===== config.mk =====
export PLATFORM = sky130hd
export DESIGN_NAME = mem_rd_port
export DESIGN_NICKNAME = d
export VERILOG_FILES = /design/src/rtl/mem_rd_port.sv
export SDC_FILE = /design/constraint.sdc
export NUM_CORES = 2
export LEC_CHECK = 0
export BUFFER_PORTS_ARGS = -buffer_cell sky130_fd_sc_hd__buf_2
export CORE_AREA = 3 3 372 374
export DETAILED_ROUTE_END_ITERATION = 8
export DIE_AREA = 0 0 375 377
export GPL_TIMING_DRIVEN = 0
export PLACE_DENSITY = 0.75
export REMOVE_ABC_BUFFERS = 1
export SLEW_MARGIN = 10
export SYNTH_ARGS = -nofsm -noshare
export SYNTH_HDL_FRONTEND = slang
export SYNTH_SLANG_ARGS = --single-unit

===== constraint.sdc =====
create_clock -name Clk -period 4.9 [get_ports Clk]
set_clock_uncertainty 0.05 [all_clocks]
set_input_delay 0.49 -clock Clk [delete_from_list [all_inputs] [get_ports Clk]]
set_output_delay 0.49 -clock Clk [all_outputs]
set_load 0.02 [all_outputs]

===== src/rtl/mem_rd_port.sv =====
// Data-memory access port. Latches the address and data, then either writes the
// internal RAM or performs a multi-cycle read whose result is returned on MemOut.
module mem_rd_port #(
   parameter int WIDTH   = 8,
   parameter int LATENCY = 2
) (
   input  logic             Clk,
   input  logic             Rst,
   input  logic [WIDTH-1:0] Addr,
   input  logic [WIDTH-1:0] BusOut,
   input  logic             RdReq,
   input  logic             WrReq,
   output logic [WIDTH-1:0] MemOut,
   output logic             BusEn,
   output logic             Busy,
   output logic             Done,
   output logic             Err,
   output logic [1:0]       DbgState
);

   // Handshake: RdReq/WrReq are sampled only while Busy is low. Busy rises in the
   // cycle after acceptance, Done pulses for one cycle at completion, and any
   // request seen while Busy is high is dropped rather than queued.

   localparam int CW = (LATENCY > 1) ? $clog2(LATENCY) : 1;

   typedef enum logic [1:0] {
      ST_IDLE    = 2'd0,
      ST_RD_WAIT = 2'd1,
      ST_RD_DONE = 2'd2,
      ST_WR      = 2'd3
   } state_t;

   state_t           state_q, state_d;
   logic [WIDTH-1:0] addr_q, addr_d;
   logic [WIDTH-1:0] data_q, data_d;
   logic [WIDTH-1:0] mem_out_q, mem_out_d;
   logic [CW-1:0]    cnt_q, cnt_d;
   logic             bus_en_q, bus_en_d;
   logic             busy_q, busy_d;
   logic             done_q, done_d;
   logic             err_q, err_d;

   logic [WIDTH-1:0] mem_q [2**WIDTH];

   always_comb begin
      state_d   = state_q;
      addr_d    = addr_q;
      data_d    = data_q;
      mem_out_d = mem_out_q;
      cnt_d     = cnt_q;
      err_d     = 1'b0;

      case (state_q)
         ST_IDLE: begin
            // A simultaneous write request is dropped in favour of the read.
            if (RdReq) begin
               addr_d  = Addr;
               cnt_d   = CW'(LATENCY - 1);
               err_d   = WrReq;
               state_d = ST_RD_WAIT;
            end else if (WrReq) begin
               addr_d  = Addr;
               data_d  = BusOut;
               state_d = ST_WR;
            end
         end
         ST_RD_WAIT: begin
            if (cnt_q != '0) begin
               cnt_d = cnt_q - 1'b1;
            end else begin
               mem_out_d = mem_q[addr_q];
               state_d   = ST_RD_DONE;
            end
         end
         ST_RD_DONE: state_d = ST_IDLE;
         ST_WR:      state_d = ST_IDLE;
         default:    state_d = ST_IDLE;
      endcase

      // Status outputs are registered from the next state so they line up with it.
      busy_d   = (state_d != ST_IDLE);
      done_d   = (state_d == ST_RD_DONE) || (state_d == ST_WR);
      bus_en_d = (state_d == ST_RD_DONE);
   end

   always_ff @(posedge Clk) begin
      if (Rst) begin
         state_q   <= ST_IDLE;
         addr_q    <= '0;
         data_q    <= '0;
         mem_out_q <= '0;
         cnt_q     <= '0;
         bus_en_q  <= 1'b0;
         busy_q    <= 1'b0;
         done_q    <= 1'b0;
         err_q     <= 1'b0;
      end else begin
         state_q   <= state_d;
         addr_q    <= addr_d;
         data_q    <= data_d;
         mem_out_q <= mem_out_d;
         cnt_q     <= cnt_d;
         bus_en_q  <= bus_en_d;
         busy_q    <= busy_d;
         done_q    <= done_d;
         err_q     <= err_d;
      end
   end

   // RAM is not reset; a reset on the edge ending WR cancels the write.
   always_ff @(posedge Clk) begin
      if (!Rst && state_q == ST_WR) begin
         mem_q[addr_q] <= data_q;
      end
   end

   assign MemOut   = mem_out_q;
   assign BusEn    = bus_en_q;
   assign Busy     = busy_q;
   assign Done     = done_q;
   assign Err      = err_q;
   assign DbgState = state_q;

endmodule


After elaboration in Yosys (flattened, before gate mapping)
Memories as Yosys holds them, arrays and structs flattened. A register that Yosys moved wholly into a read port is not among the register bits.
Cells that the tools add are included.
{"block": "op_classes", "n_addsub": 1, "n_eq_ne": 6, "n_mux": 11, "bitwise_logic": 3, "reduce_logical": 13}
{"operator": "$mux 8", "count": 2}
{"operator": "$eq 2x2->1 const B", "count": 4}
{"operator": "$mux 2", "count": 3}
{"operator": "$pmux 2 s3", "count": 1}
{"operator": "$reduce_and 2->1", "count": 3}
{"operator": "$reduce_bool 2->1", "count": 3}
{"operator": "$mux 1", "count": 4}
{"operator": "$not 1->1", "count": 3}
{"operator": "$reduce_and 3->1", "count": 1}
{"operator": "$reduce_or 3->1", "count": 1}
{"operator": "$eq 2x1->1 const B", "count": 1}
{"operator": "$logic_not 2->1", "count": 1}
{"operator": "$ne 2x2->1 const B", "count": 1}
{"operator": "$pmux 1 s2", "count": 1}
{"operator": "$reduce_or 2->1", "count": 1}
{"operator": "$logic_and 1x1->1", "count": 1}
{"operator": "$logic_not 1->1", "count": 1}
{"operator": "$logic_or 1x1->1", "count": 1}
{"operator": "$sub 1x1->1 const B", "count": 1}
{"block": "word_totals", "regBits": 23, "ram_bits": 2048, "inputBits": 20, "out_inout_bits": 14, "elab_cells": 43, "memories": 1}
{"memory": "mem_q", "depth": 256, "width": 8, "rd": 1, "rd_ports_with_merged_regs": 1, "wr": 1, "line": "44", "source": "logic [WIDTH-1:0] mem_q [2**WIDTH];"}

Logic depth before layout (Yosys ltp)
{"block": "logic_depth", "depth_word": 5, "ltp_mapped": 14, "mapped_depth_nobuf": 7}

Least setup slack after synthesis
Ideal clock, no wire load.
{"block": "synth_timing", "kind": "reg-to-reg", "start": "register data_q[0]", "end": "memory mem_q[0][0] (data pin)", "setup_ns": 0.856, "t_arrival_ns": 3.397, "required_ns": 3.994, "setup_slack_ns": 0.597, "path_stages_with_launch": 1, "n_path_buf": 0, "period_less_slack_ns": 4.303, "cell_sequence": "dfxtp_1"}
{"element": "start: declaration", "line": "36", "source": "logic [WIDTH-1:0] data_q, data_d;"}
{"element": "start signal: assignment", "line": "101", "source": "data_q <= data_d;"}
{"element": "end: declaration", "line": "44"}
No word-level cell before the write port.

==> impl_metrics.tcl <==
set metrics [dict create \
    maxSlewViolCount 0 \
    crit_type "reg2reg" \
    place_congestion 0.837 \
    cpPeakStageDelay_ns 0.56 \
    cts_tree "yes" \
    dp_slack_ns -0.309 \
    cts_buffer_depth 3 \
    wl_per_cell_um 34.0 \
    worst_skew_pair.late_latency_ns 0.83 \
    dieHeight_um 377 \
    postSynthAreaPerCell_um2 20.7 \
    grt_start_max_net_pins 90 \
    areaGrowthSynthToFinish_pct 12.2 \
    synth_top_area_share 0.759 \
    startpoint_type "register" \
    drt-initial-drc-count 6489 \
    setup_ws_ns 0.0839 \
    netlist_area_mm2 0.0810 \
    min_path_cells 4 \
    htree_levels 4 \
    ant_nets 0 \
    hold_class "in2reg" \
    synthFlopType "edfxtp_1" \
    first_global_vias 41160 \
    ff2ff_setup_slack_ns 0.08 \
    placedCellCount 5572 \
    initial_core_util 0.599 \
    setup_viol 0 \
    cpLargestDelayFamily "buffers and inverters" \
    slowest_stage "mux4_2" \
    overflow 0 \
    startpoint "addr_q[1]$_SDFFE_PP0P_" \
    power_mw 37.0 \
    synth_top_cell_by_area "edfxtp_1" \
    cts.sinks 2078 \
    final_common_cell "edfxtp_1" \
    outcome "finished, final reports clean" \
    drt-total-wl_um 203000 \
    drc_errors 0 \
    worst_pin_slew_ns 1.22 \
    path_cells "buf_16 > buf_16 > buf_16 > buf_16 > buf_16 > buf_16 > mux4_2 > mux4_2 > nand2b_1 > nand4_1 > a2111oi_4 > a311oi_1" \
    viasPerCell 6.93 \
    r2r_end "MemOut[0]$_SDFFE_PP0P_" \
    drive_gt1_frac 0.238 \
    timing.final.hold_violations 0 \
    arrival_ns 5.42 \
    async_flop_share 0 \
    tns_ns 0 \
    synth_cell_types 64 \
    synth_edf_count 2048 \
    n_fill_cell 8123 \
    row_count 135 \
    ios 34 \
    slew_headroom 0.181 \
    fin_nets 4034 \
    grt_pass1_wl_um 294000 \
    synth_seq_area_share 0.766 \
    hold_end "addr_q[7]$_SDFFE_PP0P_" \
    firstDrtPassIters 6 \
    synth.area.top_cells "edfxtp_1, mux4_2, mux2i_1, nor2_1, nand2_1" \
    port_buffers 33 \
    ff2ff_path_depth 12 \
    grt_antenna_before_repair 13 \
    grt_use_total 0.292 \
    cts_buffers 195 \
    irDropWorstVdd_uv 337 \
    final_cell_mix "edfxtp_1, mux4_2, nor2_1" \
    critPathRequiredTime_ns 5.51 \
    period_needed_ns 4.82 \
    cp-end-kind "register" \
    final_core_util 0.672 \
    vias 41294 \
    fmax_mhz 208 \
    post-route-period-util 0.983 \
    synthCells 3906 \
    yosysWarnings 0 \
    hold_path_startpoint "WrReq" \
    fin_cells 5962 \
    worst-path-max-fanout 50 \
    ys_ff_latch 2078 \
    cts_root_buffer "clkbuf_16" \
    p_leak_nw 30.2 \
    fp.dieW_um 375 \
    p_per_area_mw_per_mm2 406 \
    hpwl_um 121000 \
    crit_buf_inv 6 \
    clk_pin_slew_worst_paths_ns 0.06 \
    worst_r2r_startpoint "addr_q[1]$_SDFFE_PP0P_" \
    drv_cap 0 \
    die-area_mm2 0.141 \
    timing.critical_path.mode_cell "buf_16" \
    coreArea_mm2 0.135 \
]
-- cell usage after synthesis (3+ instances only) --
master,n
buf_4,47
a211oi_1,16
dfxtp_1,30
clkbuf_1,81
o311ai_0,3
o21ai_0,28
buf_1,14
and2_1,7
a22oi_1,33
a22o_1,3
nor3b_1,6
o211ai_1,3
or4_1,3
buf_6,26
nand2_1,185
mux2_2,13
mux2i_1,175
o21ai_1,5
nor2b_1,19
nand2b_1,11
a31oi_1,15
nor3_1,12
a2111oi_0,7
mux4_2,486
nand4_1,15
a32oi_1,39
nor4_1,5
o21bai_1,4
inv_1,3
o22ai_1,27
nand4b_1,5
a311oi_1,9
or2_2,3
nor2_1,287
and3_1,12
buf_2,75
a221oi_1,8
a21oi_1,53
o2111ai_1,6
nand3_1,49
o22a_1,3
edfxtp_1,2048
-- stage by stage --
stage	hold slack (ns)	instance area [um^2]
after floorplan	0.412	79600
after global placement	0.448	82000
after detailed placement	0.438	84400
after CTS	0.104	90800
after global routing	0.210	90900
final	0.195	90900
-- where the power goes --
group | total [mW] | leakage [nW] | switching (mW) | internal (mW)
Combinational | 2.73 | 6.20 | 1.67 | 1.06
Sequential | 19.7 | 21.1 | 0.148 | 19.5
Clock | 14.6 | 2.97 | 6.39 | 8.18
Total | 37.0 | 30.2 | 8.21 | 28.8
-- sequential cells by signal, summed over array words and instances (netlist names) --
register  count
BusEn         1
Busy          1
DbgState      2
Err           1
MemOut        8
addr_q        8
cnt_q         1
data_q        8
mem_q      2048
-- final cells by class --
class | count | area (um^2) | share of cell area
clock inverter | 81 | 667 | 0.00733
antenna | 9 | 22.5 | 0.000248
inverter | 4 | 27.5 | 0.000303
timing repair buffer | 157 | 2650 | 0.0291
clock buffer | 274 | 5430 | 0.0598
multi-input combinational | 1578 | 17800 | 0.195
sequential | 2078 | 62200 | 0.683
tap | 1781 | 2230 | 0.0245
-- worst max path at each step --
stage	end	slack, ns	cells past startpoint
2_1_floorplan	mem_q[183][0]$_DFFE_PP_	-18.06	2
3_3_place_gp	mem_q[183][2]$_DFFE_PP_	-34.84	2
3_5_place_dp	mem_q[49][7]$_DFFE_PP_	-0.31	9
4_1_cts	mem_q[73][6]$_DFFE_PP_	-0.13	9
5_1_grt	MemOut[0]$_SDFFE_PP0P_	-0.01	12
6_report	MemOut[0]$_SDFFE_PP0P_	0.08	12
-- cells by family after synthesis --
| group | Yosys count | synth area share |
|---|---|---|
| flops | 2078 | 0.766 |
| compound gates | 276 | 0.0237 |
| simple gates | 628 | 0.0335 |
| buf+inv | 250 | 0.0179 |
| mux | 674 | 0.159 |
-- worst reg2reg max path, stage by stage (launching register included) --
cell       delay (ns)
dfxtp_4          0.50
buf_16           0.31
buf_16           0.33
buf_16           0.33
buf_16           0.29
buf_16           0.36
buf_16           0.34
mux4_2           0.45
mux4_2           0.56
nand2b_1         0.20
nand4_1          0.24
a2111oi_4        0.54
a311oi_1         0.16
-- per-layer routing --
metal,GRT usage,part of all wire,up-vias
met5,0,0.00013,-
met1,0.406,0.36,21423
met4,0.124,0.044,4
li1,-,-,16415
met2,0.433,0.46,2925
met3,0.0933,0.13,527
-- repair_timing --
item                       4_1_cts  5_1_grt
setup endpoints to repair      428      386
gates resized for setup         28       19
pin swaps                        2        1
hold endpoints to repair        18        0
hold buffers                    18        0
buffers inserted                 5        3
cloned                           0        0
(Power assumes the default switching activity.)
